### src/rtl/tpu_sequencer.sv
// Weight-load-and-compute pass sequencer for the systolic array top level.
// Define SEQ_WATCHDOG_EN to bound the WRITE phase and raise error on timeout.
module tpu_sequencer #(
    parameter int unsigned WIDTH_HEIGHT   = 16,
    parameter int unsigned SETTLE_CYCLES  = 16,
    parameter int unsigned COMPUTE_CYCLES = 19
) (
    input  logic                      clk,
    input  logic                      reset,
    input  logic                      start,
    input  logic [7:0]                weight_base,
    input  logic                      fifo_done,
    output logic                      busy,
    output logic                      done,
    output logic                      error,
    output logic [WIDTH_HEIGHT-1:0]   weightMem_rd_en,
    output logic [WIDTH_HEIGHT*8-1:0] weightMem_rd_addr,
    output logic                      load_weights_to_array,
    output logic [WIDTH_HEIGHT-1:0]   weight_write,
    output logic                      active
);

    localparam int unsigned ROW_W   = (WIDTH_HEIGHT > 1) ? $clog2(WIDTH_HEIGHT) : 1;
    localparam int unsigned CNT_MAX = (SETTLE_CYCLES > COMPUTE_CYCLES) ? SETTLE_CYCLES : COMPUTE_CYCLES;
    localparam int unsigned CNT_W   = (CNT_MAX > 1) ? $clog2(CNT_MAX) : 1;

    typedef enum logic [2:0] {
        S_IDLE, S_FETCH, S_DRAIN, S_WRITE, S_COMPUTE, S_DONE
    } state_t;

    state_t             r_state;
    state_t             w_state_nxt;
    logic [ROW_W-1:0]   r_row;
    logic [ROW_W-1:0]   w_row_nxt;
    logic [CNT_W-1:0]   r_cnt;
    logic [7:0]         r_base;
    logic [7:0]         w_base_nxt;
    logic [7:0]         w_addr_nxt;

    logic                      r_busy, w_busy;
    logic                      r_done, w_done;
    logic [WIDTH_HEIGHT-1:0]   r_rd_en, w_rd_en;
    logic [WIDTH_HEIGHT*8-1:0] r_rd_addr, w_rd_addr;
    logic                      r_load, w_load;
    logic [WIDTH_HEIGHT-1:0]   r_wwrite, w_wwrite;
    logic                      r_active, w_active;

`ifdef SEQ_WATCHDOG_EN
    localparam int unsigned WD_W = $clog2(2 * WIDTH_HEIGHT);
    logic [WD_W-1:0] r_wd;
    logic            r_error;
    logic            w_wd_expire;

    assign w_wd_expire = (r_state == S_WRITE) && (r_wd == WD_W'(2 * WIDTH_HEIGHT - 1));

    always_ff @(posedge clk or posedge reset) begin
        if (reset) begin
            r_wd    <= '0;
            r_error <= 1'b0;
        end else begin
            r_wd <= (r_state == S_WRITE) ? r_wd + WD_W'(1) : '0;
            if (r_state == S_IDLE && start)
                r_error <= 1'b0;
            else if (w_wd_expire && !fifo_done)
                r_error <= 1'b1;
        end
    end

    assign error = r_error;
`else
    assign error = 1'b0;
`endif

    // State register and phase counters
    always_ff @(posedge clk or posedge reset) begin
        if (reset) begin
            r_state <= S_IDLE;
            r_row   <= '0;
            r_cnt   <= '0;
            r_base  <= '0;
        end else begin
            r_state <= w_state_nxt;
            r_row   <= w_row_nxt;
            if (r_state == S_IDLE && start)
                r_base <= weight_base;
            if ((r_state == S_DRAIN || r_state == S_COMPUTE) && w_state_nxt == r_state)
                r_cnt <= r_cnt + CNT_W'(1);
            else
                r_cnt <= '0;
        end
    end

    always_comb begin
        w_state_nxt = r_state;
        case (r_state)
            S_IDLE:    if (start) w_state_nxt = S_FETCH;
            S_FETCH:   if (r_row == ROW_W'(WIDTH_HEIGHT - 1)) w_state_nxt = S_DRAIN;
            S_DRAIN:   if (r_cnt == CNT_W'(SETTLE_CYCLES - 1)) w_state_nxt = S_WRITE;
            S_WRITE: begin
                if (fifo_done)
                    w_state_nxt = S_COMPUTE;
`ifdef SEQ_WATCHDOG_EN
                else if (w_wd_expire)
                    w_state_nxt = S_DONE;
`endif
            end
            S_COMPUTE: if (r_cnt == CNT_W'(COMPUTE_CYCLES - 1)) w_state_nxt = S_DONE;
            S_DONE:    w_state_nxt = S_IDLE;
            default:   w_state_nxt = S_IDLE;
        endcase
    end

    // Outputs are decoded from the next state so the flops line up with the state they describe
    always_comb begin
        w_row_nxt  = (r_state == S_FETCH) ? r_row + ROW_W'(1) : '0;
        w_base_nxt = (r_state == S_IDLE) ? weight_base : r_base;
        w_addr_nxt = w_base_nxt + 8'(w_row_nxt);
        w_busy     = (w_state_nxt == S_FETCH) || (w_state_nxt == S_DRAIN) ||
                     (w_state_nxt == S_WRITE) || (w_state_nxt == S_COMPUTE);
        w_done     = (w_state_nxt == S_DONE);
        w_rd_en    = (w_state_nxt == S_FETCH) ? '1 : '0;
        w_rd_addr  = (w_state_nxt == S_FETCH) ? {WIDTH_HEIGHT{w_addr_nxt}} : r_rd_addr;
        w_load     = (w_state_nxt == S_FETCH) || (w_state_nxt == S_WRITE);
        w_wwrite   = (w_state_nxt == S_WRITE) ? '1 : '0;
        w_active   = (w_state_nxt == S_COMPUTE);
    end

    always_ff @(posedge clk or posedge reset) begin
        if (reset) begin
            r_busy    <= 1'b0;
            r_done    <= 1'b0;
            r_rd_en   <= '0;
            r_rd_addr <= '0;
            r_load    <= 1'b0;
            r_wwrite  <= '0;
            r_active  <= 1'b0;
        end else begin
            r_busy    <= w_busy;
            r_done    <= w_done;
            r_rd_en   <= w_rd_en;
            r_rd_addr <= w_rd_addr;
            r_load    <= w_load;
            r_wwrite  <= w_wwrite;
            r_active  <= w_active;
        end
    end

    assign busy                  = r_busy;
    assign done                  = r_done;
    assign weightMem_rd_en       = r_rd_en;
    assign weightMem_rd_addr     = r_rd_addr;
    assign load_weights_to_array = r_load;
    assign weight_write          = r_wwrite;
    assign active                = r_active;

endmodule

### config.mk
export PLATFORM = sky130hd
export DESIGN_NAME = tpu_sequencer
export DESIGN_NICKNAME = d
export VERILOG_FILES = /design/src/rtl/tpu_sequencer.sv
export SDC_FILE = /design/constraint.sdc
export NUM_CORES = 1
export LEC_CHECK = 0
export CORE_MARGIN = 2
export CORE_UTILIZATION = 30
export CTS_CLUSTER_SIZE = 20
export DETAILED_ROUTE_END_ITERATION = 6
export MAX_ROUTING_LAYER = met4
export PLACE_DENSITY = 0.65
export SYNTH_ARGS = -nofsm -noshare
export SYNTH_HDL_FRONTEND = slang
export SYNTH_SLANG_ARGS = --single-unit
export TNS_END_PERCENT = 1
### constraint.sdc
create_clock -name clk -period 2.85 [get_ports clk]
set_input_delay 0.285 -clock clk [delete_from_list [all_inputs] [get_ports clk]]
set_output_delay 0.285 -clock clk [all_outputs]
set_load 0.05 [all_outputs]
== Yosys cells after proc, flatten, opt, wreduce, memory -nomap -nowiden ==
Index checks and enable logic that the tools add are counted.

* Register bits after elaboration: 184
* Latch bits: 0
* RAM bits: 0
* Memory bits (read-only): 0
* Input port bits: 12
* Output and inout port bits: 165
* Logic and storage cells: 46
* Memories: 0

* $add $sub $neg: 3
* Multipliers: 0
* Div/mod/pow operators: 0
* Magnitude comparators: 0
* Eq/ne operators: 13
* Shifts and indexed selects: 0
* Multiplexer cells: 11
* Bitwise gates (word level): 0
* Reductions and logical operators: 8

{| class="wikitable"
|+ Operators by type and width
! cell !! count
|-
| 16-bit two-way mux || 2
|-
| 3-bit two-way mux || 5
|-
| 3-bit one-hot mux with 5 select lines || 1
|-
| 3-bit by 2-bit equality test with 1-bit output, second input constant || 4
|-
| 3-bit equality test, second input constant || 3
|-
| 8-bit by 4-bit adder with 8-bit output || 1
|-
| 8-bit two-way mux || 1
|-
| 3-bit by 1-bit equality test with 1-bit output, second input constant || 2
|-
| 5-bit by 1-bit adder with 5-bit output, second input constant || 1
|-
| 5-bit by 4-bit equality test with 1-bit output, second input constant || 1
|-
| 5-bit equality test, second input constant || 1
|-
| 1-bit logical OR || 5
|-
| 5-bit two-way mux || 1
|-
| 4-bit by 1-bit adder with 4-bit output, second input constant || 1
|-
| 4-bit equality test, second input constant || 1
|-
| 4-bit two-way mux || 1
|-
| 3-bit equality test || 1
|-
| 3-bit logical NOT || 1
|-
| 1-bit logical AND || 2
|}

== Depth between registers and ports, before layout ==
Gate-level depths: netlist of run 1.

* Depth in word-level cells: 7
* Gate-level depth with buffers: 10
* Mapped depth without buffers: 10

== Worst setup path before layout of run 1 ==
Ideal clock, no wire load.

* Path type: register to register
* Start: register r_state[1]
* End: register r_rd_addr[126], in the netlist weightMem_rd_addr[126]
* Library setup time: 0.076 ns
* Arrival: 2.506 ns
* Required time: 2.774 ns
* Setup slack: 0.267 ns
* Cell stages (with the launch flop): 11
* Buffers on the path: 1
* Clock period less this slack: 2.583 ns
* Cells stage by stage: dfrtp_1 nor3_2 buf_4 mux2_2 ha_1 fa_1 a21o_1 a21oi_1 a21oi_2 xor2_1 o21ai_1

* Word-level cells in the longest chain between the ends: 3
* Elaborated cells between the ends (all ways): 15
* Those cells by class: add/sub (1); eq/ne (5); mux (8); reduce/logical (1)

{| class="wikitable"
|+ Ends and longest elaborated chain
! element !! line !! text
|-
| start: declaration || 31 || <nowiki>state_t r_state;</nowiki>
|-
| start signal: assignment || 82 || <nowiki>r_state <= w_state_nxt;</nowiki>
|-
| 3-bit by 1-bit equality test with 1-bit output (tied with other cells) || 95, 115 ||
|-
| 4-bit two-way mux (tied with other cells) || 115 || <nowiki>w_row_nxt = (r_state == S_FETCH) ? r_row + ROW_W'(1) : '0;</nowiki>
|-
| 8-bit by 4-bit adder with 8-bit output or 3-bit by 1-bit equality test with 1-bit output (tied branches) || 117, 122 ||
|-
| end signal: assignment || 141 || <nowiki>r_rd_addr <= w_rd_addr;</nowiki>
|-
| end: declaration || 43 || <nowiki>logic [WIDTH_HEIGHT*8-1:0] r_rd_addr, w_rd_addr;</nowiki>
|}

Parallel ways exist; a longest one is shown, timed or not.
A chain may end at the register's enable or synchronous reset.

== Final worst setup path of run 1 ==
Ends and elaborated chain as after synthesis.

==> results of run 1 <==
## per-layer routing
metal	routed length (um)	vias up	global-route usage, %
met4	79	0	3.59
met3	482	13	2.05
met5	0	-	-
met2	2420	105	15.4
met1	2310	805	11.6
li1	-	881	-
## tightest hold or removal path: stages
cell and delay (ps):
sky130_fd_sc_hd__clkdlybuf4s50_1 400, sky130_fd_sc_hd__inv_1 50, sky130_fd_sc_hd__buf_4 370
## path summary, 6_finish.rpt
check,startpoint,to,slack (ps),depth (start not counted)
min in group clk,r_base[0]$_DFFE_PP0P_,r_base[0]$_DFFE_PP0P_,490,1
setup / recovery,r_state[1]$_DFF_PP0_,weightMem_rd_addr[126]$_DFFE_PP0P_,280,9
max in group asynchronous,reset,weightMem_rd_addr[119]$_DFFE_PP0P_,2140,3
hold reg to reg,r_base[0]$_DFFE_PP0P_,r_base[0]$_DFFE_PP0P_,490,1
setup reg to reg,r_state[1]$_DFF_PP0_,weightMem_rd_addr[126]$_DFFE_PP0P_,280,9
hold / removal,reset,active$_DFF_PP0_,400,3
## state kept, by name, indices dropped and copies added, names as in the netlist
| signal | count |
|---|---|
| r_cnt | 5 |
| load_weights_to_array | 1 |
| r_row | 4 |
| done | 1 |
| active | 1 |
| weight_write | 1 |
| r_base | 8 |
| weightMem_rd_addr | 8 |
| r_state | 3 |
| busy | 1 |
| weightMem_rd_en | 1 |
## cell families after synthesis
| logic type | count (synthesis) | synth area share (%) |
|---|---|---|
| XOR/XNOR | 10 | 3.05 |
| flip-flops | 34 | 29.6 |
| AND/OR/NAND/NOR | 47 | 9.79 |
| multiplexers | 18 | 6.87 |
| buffers and inverters | 159 | 41.2 |
| other | 1 | 0.130 |
| adder cells (fa/ha/maj) | 9 | 4.18 |
| AO/OA/AOI/OAI | 22 | 5.18 |
## cell usage in the layout (no fill, tap or decap), types with 3 or more instances in the layout
cell type and n:
sky130_fd_sc_hd__xor2_1 3, sky130_fd_sc_hd__buf_4 3, sky130_fd_sc_hd__and2_1 3, sky130_fd_sc_hd__nor2_1 11
sky130_fd_sc_hd__nand2_1 9, sky130_fd_sc_hd__o21ai_1 6, sky130_fd_sc_hd__ha_1 8, sky130_fd_sc_hd__mux2_1 10
sky130_fd_sc_hd__dfrtp_1 34, sky130_fd_sc_hd__mux2i_1 4, sky130_fd_sc_hd__nand3_1 5, sky130_fd_sc_hd__inv_1 3
sky130_fd_sc_hd__clkbuf_8 8, sky130_fd_sc_hd__clkdlybuf4s50_1 175, sky130_fd_sc_hd__xnor2_1 7, sky130_fd_sc_hd__nand2b_1 5
sky130_fd_sc_hd__mux2_2 4
## cell type report
type | instances | share of cell area [%]
Inverter | 4 | 0.400
Multi-Input combinational cell | 107 | 22.4
Clock buffer | 8 | 2.94
Sequential cell | 34 | 22.7
Timing Repair Buffer | 178 | 47.3
Tap cell | 129 | 4.30
## through the flow
step,hold slack [ps],setup WS (ps),util (%)
after floorplan,420,267,-
after global placement,466,305,39.2
after detailed placement,475,275,39.2
after CTS,417,257,40.4
after global routing,463,120,40.4
final,395,281,40.4
==> qor_table.md, run 1 <==
| Item | Reported |
|:---|:---|
| Status | complete, no violations |
| Final Hold Viols | 0 |
| Gr usage total | 9.49% |
| Global route total overflow | 0 |
| Worst slew pin tran | 521 ps |
| Type of the worst min-delay path | input port to async pin |
| Number of design-rule violations left by the first detailed-router iteration | 45 |
| Area enclosed by the die boundary | 0.0104 mm2 |
| Final Critical Period | 2570 ps |
| Fraction of post-synthesis cell area in the top cell type by area | 39.9% |
| Placed cells | 452 |
| Effective utilization at floorplan | 31.0% |
| Number of buffers inserted to repair setup after CTS | 0 |
| CTS H-tree depth | 2 |
| Achievable Freq | 389 MHz |
| Maximum root-to-sink buffer count | 2 |
| Unique masters post-synth | 42 |
| Netlist area before placement | 0.00288 mm2 |
| Finished layout cell area | 0.00375 mm2 |
| Number of top-level pins | 177 |
| # nets final | 351 |
| Clock tree sinks | 34 |
| N_diodes | 0 |
| Synthesis-to-layout area growth | 30.4% |
| FP Rows | 35 |
| Sum of negative setup slack | 0 ps |
| Element type at the critical path start | register |
| Crit-path slowest cell | sky130_fd_sc_hd__dfrtp_1 |
| Latest clock arrival within the worst-skew pair | 280 ps |
| Unrepaired setup endpoints after global routing | no |
| Pin count of the biggest net entering global routing | 35 |
| CTS hold repair buffers | 0 |
| Cell types with the largest area share after synthesis | sky130_fd_sc_hd__buf_4 (40%), sky130_fd_sc_hd__dfrtp_1 (30%), sky130_fd_sc_hd__mux2_1 (3.9%), sky130_fd_sc_hd__ha_1 (3.5%), sky130_fd_sc_hd__xnor2_1 (2.1%) |
| Number of port buffers | 175 |
| Post-detailed-placement half-perimeter wirelength | 4200 um |
| Synthesized area divided by synthesized cell count | 9.59 um2 |
| Worst-path maximum fanout | 11 |
| Number of global-route vias before repair | 1493 |
| Category of the worst setup path capture point | register |
| Library cell with the highest instance count after synthesis | sky130_fd_sc_hd__buf_4 |
| Total CTS buffers | 5 |
| Max transition margin | 65.1% |
| Critical setup path kind | register to register |
| Yosys top cell by area | sky130_fd_sc_hd__buf_4 |
| Count of buffering cells on the critical path with inverters included | 1 |
| Max Slew Vio Count | 0 |
| Die extent in y | 102 um |
| Share of final-layout standard cells stronger than drive strength 1 | 8.16% |
| #FFs+latches synth | 34 |
| Drt first pass iters | 4 |
| Post-route fraction of the period consumed by the critical path | 90.1% |
| Critical path data arrival time | 2780 ps |
| Proportion of synthesized flip-flops having asynchronous set or reset | 100% |
| Area taken by multi-input logic gates | 840 um2 |
| Clock root buffer master | sky130_fd_sc_hd__clkbuf_8 |
| Remaining design rule violation count | 0 |
| Number of max-cap violations | 0 |
| Final clock skew | 5.76 ps |
| Detail-routed net length per standard cell | 11.5 um |
| Required arrival time at the worst endpoint | 3070 ps |
| Finish-stage setup viols | 0 |
| Cell-by-cell trace of the critical path | nor3_2 -> buf_4 -> mux2_2 -> fa_1 -> a21o_1 -> a21oi_1 -> a21oi_2 -> xor2_1 -> o21ai_1 |
| TritonCTS clock tree | built |
| Total area of sequential cells | 851 um2 |
| Post-synthesis cell count | 300 |
| GP Congestion | 0.779 |
| Most used standard cells in the synthesized netlist | sky130_fd_sc_hd__buf_4 (153), sky130_fd_sc_hd__dfrtp_1 (34), sky130_fd_sc_hd__nor2_1 (11) |
| Final cell count without fillers | 460 |
| Initial antenna violation count | 0 |
| Mapped Nets | 321 |
| Post-DR vias/cell | 3.92 |
| Core region area | 0.00928 mm2 |
| Final routed wirelength across all metal layers | 5290 um |
| Vias after detailed routing | 1804 |
| Global-route wire length before repair | 7640 um |
| Filler cell count | 931 |
| Remaining antenna violation count after routing | 0 |
| Peak per-stage delay on the critical path | 450 ps |
| Post-CTS Resized | 0 |
| Prevailing post-synth register cell | sky130_fd_sc_hd__dfrtp_1 |
| Horizontal extent of the die | 102 um |
| Placed Area | 0.00364 mm2 |
| Clock-pin transition on the worst setup and hold timing paths | 70 ps |
| EDFF count, synth | 0 |
| Fraction of the yosys area taken by sequential cells | 29.6% |
| Synth warn | 0 |
| Worst path top cell family by delay | compound AO/OA/AOI/OAI gates |
Power of run 1 is not shown: default switching activity piles up to over one toggle a cycle in this logic, so the estimate is an artifact.
==> run 2, diff against run 1 <==
--- a/config.mk
+++ b/config.mk
@@ -5,6 +5,7 @@
 export SDC_FILE = /design/constraint.sdc
 export NUM_CORES = 1
 export LEC_CHECK = 0
+export CORE_ASPECT_RATIO = 1.25
 export CORE_MARGIN = 2
 export CORE_UTILIZATION = 30
 export CTS_CLUSTER_SIZE = 20
==> run 2 against run 1 <==
  * Via count down 0.83%
  * Highest routed layer unchanged
  * Sequential share of layout area down 0.28 points
  * Global-route usage up 0.34 points
==> qor_table.md, run 2 (synthesis gave the netlist of run 1 again) <==
| Item | Reported |
|:---|:---|
| Status | complete, no violations |
| Crit Reg-Reg Endpoint | weightMem_rd_addr[126]$_DFFE_PP0P_ |
| TritonCTS clock tree | built |
| Global route total overflow | 0 |
| Achievable Freq | 385 MHz |
| Die extent in y | 113 um |
| Total area of sequential cells | 851 um2 |
| Worst slew pin tran | 519 ps |
| Post-detailed-placement half-perimeter wirelength | 4210 um |
| Maximum root-to-sink buffer count | 2 |
| Synthesis-to-layout area growth | 32.1% |
| Sum of negative setup slack | 0 ps |
| FP Rows | 39 |
| Initial antenna violation count | 0 |
| Global-route wire length before repair | 8070 um |
| Remaining design rule violation count | 0 |
| N_diodes | 0 |
| Global Route met2 Usage | 17.8% |
| CTS H-tree depth | 2 |
| R2r worst-path depth | 9 |
| Max Slew Vio Count | 0 |
| Area taken by multi-input logic gates | 840 um2 |
| Number of port buffers | 175 |
| Finish-stage setup viols | 0 |
| Element type at the critical path start | register |
| Post-route fraction of the period consumed by the critical path | 91.2% |
| Clock root buffer master | sky130_fd_sc_hd__clkbuf_16 |
| Critical setup path kind | register to register |
| Post-CTS Resized | 0 |
| Worst reg2reg path startpoint | r_state[1]$_DFF_PP0_ |
| Drt first pass iters | 3 |
| Most common cell after layout, fill and taps aside | sky130_fd_sc_hd__clkdlybuf4s50_1 |
| Number of max-cap violations | 0 |
| Area enclosed by the die boundary | 0.0104 mm2 |
| # nets final | 351 |
| Filler cell count | 885 |
| Post-DR vias/cell | 3.94 |
| Clock-pin transition on the worst setup and hold timing paths | 50 ps |
| Routing layer with the top usage in global route | met2 |
| Latest clock arrival within the worst-skew pair | 280 ps |
| GR Layer Usage met3 | 2.05% |
| Setup slack of the most critical reg-to-reg path | 250 ps |
| Type of the worst min-delay path | input port to async pin |
| Final Critical Period | 2600 ps |
| Final routed wirelength across all metal layers | 5280 um |
| Final Hold Viols | 0 |
| Number of global-route vias before repair | 1568 |
| Core region area | 0.00922 mm2 |
| Horizontal extent of the die | 91.6 um |
| Commonest cells after routing, fill and taps aside | sky130_fd_sc_hd__clkdlybuf4s50_1 (175), sky130_fd_sc_hd__dfrtp_1 (34), sky130_fd_sc_hd__nor2_1 (11) |
| Gr usage total | 9.82% |
| Number of buffers inserted to repair setup after CTS | 0 |
| Share of final-layout standard cells stronger than drive strength 1 | 8.16% |
| Global-route track usage on met1 | 10.6% |
| Remaining antenna violation count after routing | 0 |
| Worst-path maximum fanout | 11 |
| Number of top-level pins | 177 |
| Vias after detailed routing | 1789 |
| Final clock skew | 3.45 ps |
| Number of design-rule violations left by the first detailed-router iteration | 25 |
| Max transition margin | 65.3% |
| Unrepaired setup endpoints after global routing | no |
| CTS hold repair buffers | 0 |
| Effective utilization at floorplan | 31.2% |
| Clock tree sinks | 34 |
| GP Congestion | 0.805 |
| Detail-routed net length per standard cell | 11.6 um |
| Category of the worst setup path capture point | register |
| Total CTS buffers | 5 |
| Critical path data arrival time | 2810 ps |
| Required arrival time at the worst endpoint | 3060 ps |
| Pin count of the biggest net entering global routing | 35 |
## run 2: stage by stage
step | area, um2 | util (%) | worst slack (ps) | std cells | hold slack, ps
2_1_floorplan | 2880 | - | 267 | 300 | 420
3_3_place_gp | 3630 | 39.4 | 300 | 446 | 470
3_5_place_dp | 3630 | 39.4 | 245 | 446 | 475
4_1_cts | 3800 | 41.2 | 225 | 454 | 440
5_1_grt | 3800 | 41.2 | 36.2 | 454 | 492
6_report | 3800 | 41.2 | 250 | 454 | 426
## run 2: cell type report
| class | count | area share, % |
|---|---|---|
| clock buffer | 5 | 3.29 |
| tap | 123 | 4.05 |
| multi-input combinational | 107 | 22.1 |
| inverter | 4 | 0.395 |
| clock inverter | 3 | 1.05 |
| sequential | 34 | 22.4 |
| timing repair buffer | 178 | 46.7 |
## run 2: worst max-delay path by stage
stage,from,endpoint,depth (start not counted)
after global routing,r_state[1]$_DFF_PP0_,weightMem_rd_addr[126]$_DFFE_PP0P_,9
after detailed placement,r_state[1]$_DFF_PP0_,weightMem_rd_addr[126]$_DFFE_PP0P_,9
after floorplan,r_state[1]$_DFF_PP0_,weightMem_rd_addr[126]$_DFFE_PP0P_,10
final,r_state[1]$_DFF_PP0_,weightMem_rd_addr[126]$_DFFE_PP0P_,9
after CTS,r_state[1]$_DFF_PP0_,weightMem_rd_addr[126]$_DFFE_PP0P_,9
after global placement,r_state[1]$_DFF_PP0_,weightMem_rd_addr[126]$_DFFE_PP0P_,9
## run 2: per-layer routing
metal  vias up  share of wire, %
met5         -                 0
met4         0               1.5
met3         6               7.8
met2        92                53
met1       810                38
li1        881                 -
## run 2: worst max-delay path, stage by stage (launching register included)
cell and delay (ps):
sky130_fd_sc_hd__dfrtp_1 450, sky130_fd_sc_hd__nor3_2 250, sky130_fd_sc_hd__buf_4 230, sky130_fd_sc_hd__mux2_2 390
sky130_fd_sc_hd__fa_1 440, sky130_fd_sc_hd__a21o_1 180, sky130_fd_sc_hd__a21oi_1 250, sky130_fd_sc_hd__a21oi_2 60
sky130_fd_sc_hd__xor2_1 160, sky130_fd_sc_hd__o21ai_1 120
Power of run 2 is left out for the same reason.
